File: config.mk
export PLATFORM = sky130hd
export DESIGN_NAME = module_tx_sched
export DESIGN_NICKNAME = d
export VERILOG_FILES = /design/src/rtl/txsched_pkg.sv /design/src/rtl/module_tx_sched_rr_arbiter.sv /design/src/rtl/module_tx_sched.sv
export SDC_FILE = /design/constraint.sdc
export NUM_CORES = 1
export LEC_CHECK = 0
export CAP_MARGIN = 30
export CORE_UTILIZATION = 47
export DETAILED_ROUTE_END_ITERATION = 12
export PLACE_DENSITY = 0.82
export SLEW_MARGIN = 15
export SYNTH_ARGS = -nofsm -noshare
export SYNTH_HDL_FRONTEND = slang
export SYNTH_SLANG_ARGS = --single-unit
File: constraint.sdc
create_clock -name clk_20M -period 4.89 [get_ports clk_20M]
set_input_delay 0.978 -clock clk_20M [delete_from_list [all_inputs] [get_ports clk_20M]]
set_output_delay 0.978 -clock clk_20M [all_outputs]
set_load 0.02 [all_outputs]
File: src/rtl/txsched_pkg.sv
// rtl/txsched_pkg.sv - shared types and sizes for the transmit slot scheduler
package txsched_pkg;
  localparam int NUM_REQ      = 4;
  localparam int WORD_W       = 12;
  localparam int DEF_SLOT_CYC = 156;
  localparam int DEF_TIMEOUT  = 64;

  typedef enum logic [1:0] {
    IDLE = 2'd0,
    SEND = 2'd1,
    WAIT = 2'd2
  } state_t;
endpackage

File: src/rtl/module_tx_sched_rr_arbiter.sv
// rtl/module_tx_sched_rr_arbiter.sv - round-robin winner select with registered pointer
// TXSCHED_PRIO0_EN: req[0] preempts the rotation and leaves the pointer untouched.
module rr_arbiter
  import txsched_pkg::*;
(
  input  logic               clk_20M,
  input  logic               reset,
  input  logic               i_commit,
  input  logic [NUM_REQ-1:0] i_req,
  output logic [NUM_REQ-1:0] o_gnt
);
  localparam int PTR_W = $clog2(NUM_REQ);

  logic [PTR_W-1:0] r_ptr;
  logic [PTR_W-1:0] w_cand;
  logic [PTR_W-1:0] w_win;
  logic             w_any;
  logic             w_adv;

  always_comb begin
    w_cand = r_ptr;
    w_win  = r_ptr;
    w_any  = 1'b0;
    // walk offsets high to low so the nearest requester at/above ptr survives
    for (int k = NUM_REQ - 1; k >= 0; k--) begin
      w_cand = r_ptr + PTR_W'(k);
      if (i_req[w_cand]) begin
        w_win = w_cand;
        w_any = 1'b1;
      end
    end
    w_adv = w_any;
`ifdef TXSCHED_PRIO0_EN
    if (i_req[0]) begin
      w_win = '0;
      w_adv = 1'b0;
    end
`endif
    o_gnt = w_any ? (NUM_REQ'(1) << w_win) : '0;
  end

  always_ff @(posedge clk_20M) begin
    if (reset) begin
      r_ptr <= '0;
    end else if (i_commit && w_adv) begin
      r_ptr <= w_win + 1'b1;
    end
  end
endmodule

File: src/rtl/module_tx_sched.sv
// rtl/module_tx_sched.sv - fixed-period frame slot scheduler feeding a serializer
// TXSCHED_PRIO0_EN selects a strict-priority requester 0 inside rr_arbiter.
module module_tx_sched
  import txsched_pkg::*;
#(
  parameter int SLOT_CYC = DEF_SLOT_CYC,
  parameter int TIMEOUT  = DEF_TIMEOUT
) (
  input  logic               clk_20M,
  input  logic               reset,
  input  logic [NUM_REQ-1:0] req,
  input  logic [WORD_W-1:0]  cmd0,
  input  logic [WORD_W-1:0]  cmd1,
  input  logic [WORD_W-1:0]  cmd2,
  input  logic [WORD_W-1:0]  cmd3,
  input  logic [WORD_W-1:0]  idle_word,
  input  logic               ser_done,
  output logic [NUM_REQ-1:0] gnt,
  output logic               ser_start,
  output logic [WORD_W-1:0]  ser_data,
  output logic               tmo_err,
  output logic               slot_miss
);
  localparam int SC_W = $clog2(SLOT_CYC);
  localparam int TC_W = $clog2(TIMEOUT + 1);

  state_t             r_state;
  state_t             w_next_state;
  logic [SC_W-1:0]    r_slot_cnt;
  logic [TC_W-1:0]    r_tmo_cnt;
  logic [NUM_REQ-1:0] r_gnt;
  logic               r_ser_start;
  logic [WORD_W-1:0]  r_ser_data;
  logic               r_tmo_err;
  logic               r_slot_miss;

  logic               w_slot_tick;
  logic               w_grab;
  logic               w_tmo_hit;
  logic [NUM_REQ-1:0] w_arb_gnt;
  logic [WORD_W-1:0]  w_word;

  assign w_slot_tick = (r_slot_cnt == SC_W'(SLOT_CYC - 1));
  assign w_grab      = (r_state == IDLE) && w_slot_tick;
  // a ser_done in the limit cycle wins over the timeout
  assign w_tmo_hit   = (r_state == WAIT) && !ser_done && (r_tmo_cnt == TC_W'(TIMEOUT));

  rr_arbiter u_arb (
    .clk_20M  (clk_20M),
    .reset    (reset),
    .i_commit (w_grab),
    .i_req    (req),
    .o_gnt    (w_arb_gnt)
  );

  always_comb begin
    w_word = idle_word;
    case (w_arb_gnt)
      4'b0001: w_word = cmd0;
      4'b0010: w_word = cmd1;
      4'b0100: w_word = cmd2;
      4'b1000: w_word = cmd3;
      default: w_word = idle_word;
    endcase
  end

  always_comb begin
    w_next_state = r_state;
    case (r_state)
      IDLE:    if (w_slot_tick) w_next_state = SEND;
      SEND:    w_next_state = WAIT;
      WAIT:    if (ser_done || w_tmo_hit) w_next_state = IDLE;
      default: w_next_state = IDLE;
    endcase
  end

  always_ff @(posedge clk_20M) begin
    if (reset) begin
      r_state     <= IDLE;
      r_slot_cnt  <= '0;
      r_tmo_cnt   <= '0;
      r_gnt       <= '0;
      r_ser_start <= 1'b0;
      r_ser_data  <= '0;
      r_tmo_err   <= 1'b0;
      r_slot_miss <= 1'b0;
    end else begin
      r_state     <= w_next_state;
      r_slot_cnt  <= w_slot_tick ? '0 : r_slot_cnt + 1'b1;
      r_gnt       <= w_grab ? w_arb_gnt : '0;
      r_ser_start <= w_grab;
      r_slot_miss <= w_slot_tick && (r_state != IDLE);
      if (w_grab) r_ser_data <= w_word;
      if (w_tmo_hit) r_tmo_err <= 1'b1;
      // value seen in a WAIT cycle equals cycles elapsed since SEND
      case (r_state)
        SEND:    r_tmo_cnt <= TC_W'(1);
        WAIT:    r_tmo_cnt <= r_tmo_cnt + 1'b1;
        default: r_tmo_cnt <= '0;
      endcase
    end
  end

  assign gnt       = r_gnt;
  assign ser_start = r_ser_start;
  assign ser_data  = r_ser_data;
  assign tmo_err   = r_tmo_err;
  assign slot_miss = r_slot_miss;
endmodule
=== Word-level counts from Yosys, hierarchy flattened ===
Index checks and enable logic that the tools add are counted.

* Add/subtract/negate cells: 6
* Bitwise gates (word level): 1
* Multiplexer cells: 22
* Magnitude comparators: 4
* Shift-type cells: 1
* Reductions and logical operators: 12
* Eq/ne operators: 10

{| class="wikitable"
|+ Operators with widths
! cell !! number
|-
| one-hot mux 12 bit (4 select lines) || 1
|-
| one-hot mux 7 bit (2 select lines) || 1
|-
| < comparator 2 x 3 -> 1 bit, second input constant || 4
|-
| two-way mux 2 bit || 6
|-
| adder 8 x 1 -> 8 bit, second input constant || 1
|-
| binary-select mux 1 bit (select 2 bit) || 4
|-
| == test 8 bit, second input constant || 1
|-
| two-way mux 1 bit || 8
|-
| adder 7 x 1 -> 7 bit, second input constant || 1
|-
| == test 7 bit, second input constant || 1
|-
| one-hot mux 2 bit (3 select lines) || 1
|-
| logical AND 1 bit || 5
|-
| adder 2 x 1 -> 2 bit, second input constant || 2
|-
| adder 2 bit, second input constant || 2
|-
| == test 4 x 1 -> 1 bit, second input constant || 1
|-
| == test 4 x 2 -> 1 bit, second input constant || 1
|-
| == test 4 x 3 -> 1 bit, second input constant || 1
|-
| == test 4 bit, second input constant || 1
|-
| two-way mux 4 bit || 1
|-
| OR reduction 2 bit || 2
|-
| << shifter 1 x 2 -> 4 bit, first input constant || 1
|-
| == test 2 x 1 -> 1 bit, second input constant || 1
|-
| == test 2 bit, second input constant || 1
|-
| logical NOT 2 bit || 1
|-
| other kinds (7) || 7
|}

* Bits of input ports: 67
* Bits in registers: 38

=== Logic depth before layout (Yosys ltp) ===
Gate-level depths: netlist (run 1).

* Depth after elaboration: 11
* Gate-level depth with buffers: 11
* Depth with buffers taken out: 9

=== Modules after synthesis ===
Synthesis (run 1) repeated with hierarchy kept, for this count alone.

* Cells, all modules: 260
* Area total of the unflattened synthesis: 2302.2 um^2

{| class="wikitable"
|+ By module, submodules not included
! module !! cells each !! instances !! area an instance (um^2) !! sequential area each (um^2)
|-
| module_tx_sched || 229 || 1 || 2064.5 || 720.7
|-
| rr_arbiter || 31 || 1 || 237.7 || 40.0
|}

=== Worst setup path after synthesis (run 1) ===
No wires, ideal clock.

* Kind: input to register
* Start point: input req[2]
* End point: register r_ser_data[0], in the netlist ser_data[0]
* Arrival: 3.041 ns
* Data required time: 4.768 ns
* Library setup time: 0.122 ns
* Stages: 10
* Slack: 1.728 ns
* Path through: a21bo_2 -> a21oi_1 -> a221oi_1 -> inv_1 -> ha_1 -> xor2_1 -> a221o_1 -> nor4b_4 -> buf_4 -> a221o_1

* Word-level cells in the longest chain between the ends: 10
* Elaborated cells on any way between the ends: 23
* Classes of those cells: eq/ne: 4; shift: 1; mux: 18

{| class="wikitable"
|+ RTL lines
! element !! line !! RTL
|-
| from (decl) || module_tx_sched.sv:11 || <nowiki>input logic [NUM_REQ-1:0] req,</nowiki>
|-
| binary-select mux 1 bit (select 2 bit) || module_tx_sched_rr_arbiter.sv:27 || <nowiki>if (i_req[w_cand]) begin</nowiki>
|-
| two-way mux 1 bit (not written as such) || module_tx_sched_rr_arbiter.sv:27 ||
|-
| two-way mux 2 bit (4 in a row) || module_tx_sched_rr_arbiter.sv:27 ||
|-
| << shifter 1 x 2 -> 4 bit || module_tx_sched_rr_arbiter.sv:39 || <nowiki>o_gnt = w_any ? (NUM_REQ'(1) << w_win) : '0;</nowiki>
|-
| two-way mux 4 bit (*) || module_tx_sched_rr_arbiter.sv:39 ||
|-
| == test 4 bit, or another cell as far along || module_tx_sched.sv:58 || <nowiki>case (w_arb_gnt)</nowiki>
|-
| one-hot mux 12 bit (4 select lines) (*) || module_tx_sched.sv:58 ||
|-
| to (signal assigned) || module_tx_sched.sv:93 || <nowiki>if (w_grab) r_ser_data <= w_word;</nowiki>
|-
| to (decl) || module_tx_sched.sv:33 || <nowiki>logic [WORD_W-1:0] r_ser_data;</nowiki>
|}

Mark *: on every way between the ends. The rest lies on a longest branch, timed or not. The select of a mux whose other input is x is not followed.
A chain may end at the register's enable or synchronous reset.

=== Final worst setup path (run 1) ===
* Start point: input req[3]
* End point: register r_ser_data[6], in the netlist ser_data[6]

Same word-level chain as after synthesis.

==> impl_metrics.ini, run 1 <==
[outcome]
status = finished clean

[synth]
ys_types = 43
syn_area_mm2 = 0.00213
synth_area_leader_cell = dfxtp_1
ys_seq_area_share_pct = 35.8
synthArstFlopShare_pct = 0
netlist.area_leader.share_pct = 35.8
avgSynthCellArea_um2 = 9.01
ys_ff_latch = 38
ys_top_cells_by_area = dfxtp_1 (36%), a22oi_1 (8.5%), ha_1 (6.5%)
synth-edff-count = 0
yosysWarnings = 0
syn_nets = 314
postSynthCellCount = 236
synth.most_common_cell = dfxtp_1
synth_commonest_cells = dfxtp_1 (38), nor2_1 (25), a22oi_1 (24)
synthFlopType = dfxtp_1

[floorplanning]
die_area_mm2 = 0.00480
rows = 24
pin_count = 86
die_h_um = 69.3
coreArea_mm2 = 0.00435
initial_utilization_pct = 48.9
die_x_um = 69.3

[clock_tree]
clk_latency_ps = 280
cts.repair.resized = 0
hold_buffers = 0
post_cts_buffers = 0
cts-root-buf = clkbuf_8
cts_max_level = 2
cts_buffer_depth = 2
cts_tree = built
clkTransAtPathRegs_ps = 80
clkSinkCount = 38
cts-buffers-inserted = 5

[critical_path]
path_class = input pin to flop
r2r_end = ser_data[6]
end_kind = flop
timing.rr.start = u_arb.r_ptr[1]
cp-start-kind = input pin
critPathMaxFanout = 13
reg2reg_slack_ps = 1470
required_ps = 5120
worstPathArrival_ps = 4510
rr_worst_depth = 8

[sta]
tns_ps = 0
fmax_mhz = 234
relSlewSlack_pct = 42.2
whs_ps = 458
setup_violations = 0
fin_crit_sh_pct = 87.5
worst_slew_pin_slew_ps = 865
rsz0062_at_grt = no
fin_crit_ps = 4280
clock_skew_ps = 7.09
final-max-slew-violation-count = 0
finalHoldViolations = 0

[pwr]
ir_drop_mv = 0.183
clkPwrFrac_pct = 34.1
p_leak_nw = 1.14
power_frac_comb_pct = 18.3
power_frac_seq_pct = 47.5
p_sw_uw = 163
power.density_mw_per_mm2 = 214
switching_share_pct = 24.8
cell_internal_pwr_uw = 495

[worst_hold_path]
min_from = r_slot_cnt[0]
hp-class = flop to flop
hold_path_depth = 1
holdPathEnd = r_slot_cnt[0]

[finish]
layout-drive-gt1-share_pct = 5.05
areaGrowthSynthToFinish_pct = 44.4
n_fill_cell = 328
fin_nets = 394
multi_input_area_mm2 = 0.00125
stdcell_area_mm2 = 0.00307
diodes = 0
regArea_um2 = 761

[placement]
dpl_cell_area_mm2 = 0.00298
portBuffers = 85
gp_congestion = 0.855
hpwl_mm = 4.36

[grt]
grt_pass1_wl_mm = 9.47
grt-ovfl-total = 0
grt_pass1_vias = 1953
grt_max_degree = 14
grt.total_usage_pct = 24.2
antenna_found_initial = 0

[detailed_routing]
drt_iter0_markers = 194
ant_nets = 0
wl_per_cell_um = 15.2
num_vias = 2049
first_pass_iters = 5
postRouteWirelength_mm = 5.60
drc = 0
vias_per_cell = 5.55

[run]
cap_viol_max_count = 0
[power by group through the flow]
stage               combinational [mW]  clock (mW)  sequential (mW)
detailed placement               0.119           0            0.320
finish                           0.121       0.225            0.313
CTS                              0.120       0.233            0.313
global placement                 0.118           0            0.320
global route                     0.132       0.244            0.313
floorplan                       0.0558           0            0.320
[flip-flops by register name, summed over array words and instances, names as in the netlist]
register	count
ser_data	12
gnt	4
r_slot_cnt	8
r_tmo_cnt	7
tmo_err	1
ser_start	1
slot_miss	1
r_state	2
u_arb.r_ptr	2
[stage by stage]
step           util (%)  instances  power (mW)  setup slack (ps)
6_report           70.5        369       0.658               610
5_1_grt            70.5        369       0.689               327
4_1_cts            70.5        369       0.666               633
3_5_place_dp       68.3        361       0.440               343
3_3_place_gp       68.3        361       0.439               512
2_1_floorplan         -        236       0.376              1730
[worst max-delay path by stage]
| stage | slack (ps) | to | startpoint |
|---|---|---|---|
| final | 610 | ser_data[6] | req[3] |
| after global routing | 330 | ser_data[5] | req[3] |
| after CTS | 630 | ser_data[6] | req[3] |
| after detailed placement | 340 | ser_data[6] | req[3] |
| after global placement | 510 | ser_data[6] | req[3] |
| after floorplan | 1730 | ser_data[0] | req[2] |
[layout by cell type, fill, tap and decap left out, drive strengths merged, types with 3 or more instances in the layout]
master          n
clkdlybuf4s50  85
dfxtp          38
nor2           25
a22oi          24
and2           18
o22ai          14
a221o          13
inv            12
ha             11
xor2            9
a21oi           7
nand2           7
clkbuf          6
nor2b           5
nand2b          4
nand3           4
nand4           3
xnor2           3
[routing by layer]
layer / global-route usage (%) / vias up / share of wire, %
met3: 5.38 / 10 / 5.2
met4: 8.62 / 0 / 2.2
met1: 30.7 / 937 / 45
met5: 0 / - / 0
met2: 40.2 / 67 / 48
li1: - / 1035 / -
[logic make-up after synthesis]
| family | share of synthesized area [%] |
|---|---|
| and+or+nand+nor | 21.8 |
| AOI/OAI and AO/OA | 25.2 |
| DFF | 35.8 |
| buffers and inverters | 5.29 |
| xor gates and xnor gates | 4.94 |
| adders and majority gates | 6.47 |
| muxes | 0.471 |
[layout make-up]
type,count,area share [%]
inverter,12,1.47
clock buffer,6,2.69
tap,52,2.12
multi-input combinational,174,40.8
clock inverter,2,0.407
sequential,38,24.8
timing repair buffer,85,27.7
[worst max-delay path, stage by stage]
cell and delay, ps:
clkdlybuf4s50_1 600, nand2b_1 160, o21ai_0 90, a221oi_1 510, ha_1 320, nor2b_1 700
a221o_1 330, nor4b_4 570, a221o_1 260
Note: power is estimated with default switching activity, not from simulation.
==> run 2: changes to the inputs <==
Settings changed: CTS_CLUSTER_DIAMETER set to 80.
==> results of run 2 <==
Same layout as run 1: the final DEF is identical, and so are final timing and power.
==> RTL edit 1 (flow settings as in run 1) <==
Encoding of `state_t`: now one-hot (3 bits for 3 states).
--- a/src/rtl/txsched_pkg.sv
+++ b/src/rtl/txsched_pkg.sv
@@ -6,8 +6,8 @@
   localparam int DEF_TIMEOUT  = 64;
 
-  typedef enum logic [1:0] {
-    IDLE = 2'd0,
-    SEND = 2'd1,
-    WAIT = 2'd2
+  typedef enum logic [2:0] {
+    IDLE = 3'b001,
+    SEND = 3'b010,
+    WAIT = 3'b100
   } state_t;
 endpackage
Function: no difference found for any inputs over 10 cycles, from zero or initial values and one cycle with reset high; not proved beyond that.
==> RTL edit 1 against run 1 <==
  * Routed wire length is 5.3% higher
  * First-iteration DRC count fell by 33%
  * Total power rose by 1.9%
  * Area after synthesis shrank 1.8%
  * Die area fell by 1.7%
  * Cell area is 0.20% lower
  * Sequential cell count increased by 1
  * Setup slack better by 300 ps
  * Critical endpoint is now ser_data[10]
  * Largest power group unchanged
==> RTL edit 1: results (changes against run 1) <==
| Metric | Value |
|---|---|
| Worst path top cell family by delay | compound AO/OA/AOI/OAI gates |
| R2R depth | 10 (+2) |
| Fillers | 339 (+3.4%) |
| Cell count after synthesis | 227 (-3.8%) |
| Worst vdd ir | 0.000136 V (-26%) |
| Status | finished clean |
| DR vias | 2020 (-1.4%) |
| Ranking of synthesized cells by area | dfxtp_1, a22oi_1, a221o_1 |
| DP Wirelength | 4460 µm (+2.3%) |
| Synthesized Nets | 301 (-4.1%) |
| Hold Startpoint | r_slot_cnt[0] |
| Nets@finish | 384 (-2.5%) |
| Most common library cells after synthesis | dfxtp_1, a22oi_1, nor2_1 |
| Total CTS buffers | 5 (unchanged) |
| Worst stage delay on the critical path | 530 ps (-170 ps) |
| Layout cells sized above 1 | 5.47% (+0.42 points) |
| RR Endpoint | ser_data[10] |
| Clock skew | 7.98 ps (+0.886 ps) |
| First-pass GRT wire length | 8510 µm (-10%) |
| Placed cells | 353 (-2.2%) |
| DR pass1 iterations | 4 (-1) |
| GPL Wtd Cong | 0.783 (-8.5%) |
| Critical Path AT | 4160 ps (-350 ps) |
| Sequential area share after synthesis | 37.4% (+1.6 points) |
| Synthesis Warnings | 0 (unchanged) |
| R2r setup slk | 1810 ps (+340 ps) |
| Unique masters post-synth | 42 (-2.3%) |
| WL/cell | 16.3 µm (+7.6%) |
| LEAKAGE | 1.11 nW (-3.3%) |
| Placed inst area | 2970 µm² (-0.34%) |
| CP max-delay cell | a221oi_1 |
| Detailed Route Iter0 Violations | 130 (-33%) |
| Global-route usage over all layers | 24.6% (+0.41 points) |
| Number of global-route vias before repair | 1760 (-9.9%) |
| Slew @ Worst Pin | 867 ps (+2.70 ps) |
RTL edit 1: worst reg2reg max path, cell delays in order (launching register included):
cell and delay, ps:
dfxtp_1 410, nand2b_1 160, a21oi_1 80, a221oi_1 510
inv_1 140, ha_1 280, nor2b_1 140, buf_4 180
a221oi_1 340, and2b_2 350, a221o_1 360
RTL edit 1: kinds of logic (layout without fill, tap and decap cells):
logic type | after synthesis | after routing | synth area share [%]
DFF | 39 | 39 | 37.4
AOI/OAI and AO/OA | 69 | 69 | 24.7
and+or+nand+nor | 81 | 81 | 24.7
xor gates and xnor gates | 12 | 12 | 5.03
adders and majority gates | 7 | 7 | 4.19
buffers and inverters | 19 | 103 | 3.95
RTL edit 1: per-layer routing:
layer	share of wire (%)	track usage, %	up-vias
li1	-	-	1022
met1	44	31.4	923
met2	48	40.8	62
met3	5.0	5.59	13
met4	2.3	7.55	0
met5	0	0	-
RTL edit 1: report_power, final:
group          internal (W)  switching [W]
clock network      0.000115       0.000118
registers          0.000319     0.00000187
logic             0.0000698      0.0000474
RTL edit 1: area by class of cell:
class | count | area share [%]
multi-input combinational | 169 | 40.0
timing repair buffer | 87 | 28.3
sequential | 39 | 25.5
clock buffer | 6 | 2.69
tap | 50 | 2.04
inverter | 8 | 0.980
clock inverter | 2 | 0.531
RTL edit 1: stage by stage:
stage | setup WS (ps) | hold slack, ps | power [W] | utilization [%]
6_report | 906 | 466 | 0.000671 | 73.9
5_1_grt | 773 | 519 | 0.000699 | 73.9
4_1_cts | 932 | 473 | 0.000673 | 73.9
3_5_place_dp | 631 | 454 | 0.000444 | 71.6
3_3_place_gp | 731 | 442 | 0.000443 | 71.6
2_1_floorplan | 1580 | 426 | 0.000377 | -
RTL edit 1: how the worst max path moves through the flow:
stage,from,cells past startpoint,slack [ps],end
global route,req[2],11,770,ser_data[10]
floorplan,req[2],10,1580,ser_data[0]
detailed placement,req[2],11,630,ser_data[10]
finish,req[2],11,910,ser_data[10]
global placement,req[3],11,730,ser_data[10]
CTS,req[2],11,930,ser_data[10]
==> RTL edit 2 (settings of run 1) <==
Made on the original files. Add a define of `TXSCHED_PRIO0_EN`.
--- a/src/rtl/module_tx_sched_rr_arbiter.sv
+++ b/src/rtl/module_tx_sched_rr_arbiter.sv
@@ -1,4 +1,6 @@
 // rtl/module_tx_sched_rr_arbiter.sv - round-robin winner select with registered pointer
 // TXSCHED_PRIO0_EN: req[0] preempts the rotation and leaves the pointer untouched.
+`define TXSCHED_PRIO0_EN
+
 module rr_arbiter
   import txsched_pkg::*;
Check against the original RTL: no difference found for any inputs over 10 cycles, from zero or initial values and one cycle with reset high; that may be too few to reach the edited logic, so the function may still have changed.
==> RTL edit 2 against run 1 <==
  * Utilization grew 0.23 points
  * Routed wire length grew 3.6%
  * Area after synthesis shrank 0.65%
  * Setup slack gained 380 ps
  * Fmax grew 9.7%
  * Combinational power is essentially flat
  * Critical path depth is the same
  * Worst hold slack gained 3.8 ps
  * Total power shrank 3.4%
  * Die area shrank 0.62%
  * Register-to-register slack gained 380 ps
  * Sequential cell count is the same
  * Cell area shrank 0.37%
==> RTL edit 2: results (changes against run 1) <==
| Metric | Value |
|---|---|
| Status | finished clean |
| First-pass GRT wire length | 9290 µm (-1.8%) |
| Synthesized Nets | 309 (-1.6%) |
| Worst Hold Slack | 462 ps (+3.78 ps) |
| Area of the multi-input gates | 1250 µm² (-0.60%) |
| Post-Syn Area per Cell | 9.15 µm² (+1.5%) |
| Final core occ | 70.7% (+0.23 points) |
| Fillers | 375 (+14%) |
| LEAKAGE | 1.12 nW (-2.3%) |
| Met1 usage | 31.6% (+0.91 points) |
| RR Endpoint | ser_data[11] |
| R2R depth | 9 (+1) |
| GRT met3 Usage | 6.43% (+1.1 points) |
| R2r setup slk | 1850 ps (+380 ps) |
| Critical Path AT | 4130 ps (-380 ps) |
| DR vias | 2054 (+0.24%) |
| Sequential area share after synthesis | 36.0% (+0.23 points) |
| Placed inst area | 2980 µm² (+0.13%) |
| Met2 wire length | 2650 µm (-0.79%) |
| DP Wirelength | 4380 µm (+0.45%) |
| NonClk Buf Share | 28.3% (+0.59 points) |
| Post-Route M1 WL | 2650 µm (+5.4%) |
| Most common library cells after synthesis | dfxtp_1, a22oi_1, nor2_1 |
| Worst vdd ir | 0.000221 V (+21%) |
| Mux contribution to synthesized area | 0% (-0.47 points) |
| Pin count of the biggest net entering global routing | 15 (+1) |
| DR pass1 iterations | 4 (-1) |
| Post-Synth Adder-Cell Area | 6.51% (+0.042 points) |
| Pre-CTS setup slack | 726 ps (+383 ps) |
| Clock latency on the worst-skew pair | 290 ps |
| Worst Setup SP | req[1] |
| Inverter count | 11 (-1) |
| Layout clock area frac | 2.62% (-0.48 points) |
| Cell count after synthesis | 231 (-2.1%) |
| Nets@finish | 391 (-0.76%) |
| Detailed Route Iter0 Violations | 146 (-25%) |
| Count of multi-input gates | 170 (-2.3%) |
| H-tree levels | 2 (unchanged) |
| Inserted Diodes | 0 (unchanged) |
| Number of global-route vias before repair | 1912 (-2.1%) |
| Non-filler cells, final | 365 (-1.1%) |
| Seq/total area | 24.9% (+0.091 points) |
| Global-route usage over all layers | 24.7% (+0.49 points) |
| Buffers, non-clock | 87 (+2.4%) |
| Critical R2R Launch | u_arb.r_ptr[1] |
| Layout cells sized above 1 | 5.75% (+0.70 points) |
| GPL Wtd Cong | 0.794 (-7.2%) |
| WL/cell | 15.9 µm (+4.7%) |
| Routed wl met3 | 390 µm (+34%) |
| Largest family of logic cells by synthesized area | compound AO/OA/AOI/OAI gates |
| Largest register FFs | 12 (unchanged) |
| Crit Path Max Fanout | 12 (-1) |
| Post-synthesis compound-gate area fraction | 24.5% (-0.72 points) |
| Slew @ Worst Pin | 869 ps (+4.24 ps) |
==> RTL edit 2: report_power, final <==
group / leakage, nW / internal, W / switching [W]
registers: 0.307 / 0.000311 / 0.00000195
clock network: 0.0373 / 0.0000976 / 0.000104
logic: 0.773 / 0.0000708 / 0.0000501
total: 1.12 / 0.000480 / 0.000156
==> RTL edit 2: worst max-delay path, stage by stage <==
cell and delay (ps):
clkdlybuf4s50_1 580, o22ai_1 120, a211oi_1 490, inv_1 130
ha_1 300, xor2_1 180, a221o_1 360, a211oi_2 730
a221o_1 270
==> RTL edit 2: worst max-delay path by stage <==
stage | to | slack [ps] | cells past startpoint
floorplan | ser_data[0] | 1780 | 10
global placement | ser_data[6] | 820 | 9
detailed placement | ser_data[0] | 730 | 9
CTS | ser_data[11] | 1020 | 9
global route | ser_data[11] | 720 | 9
finish | ser_data[11] | 990 | 9
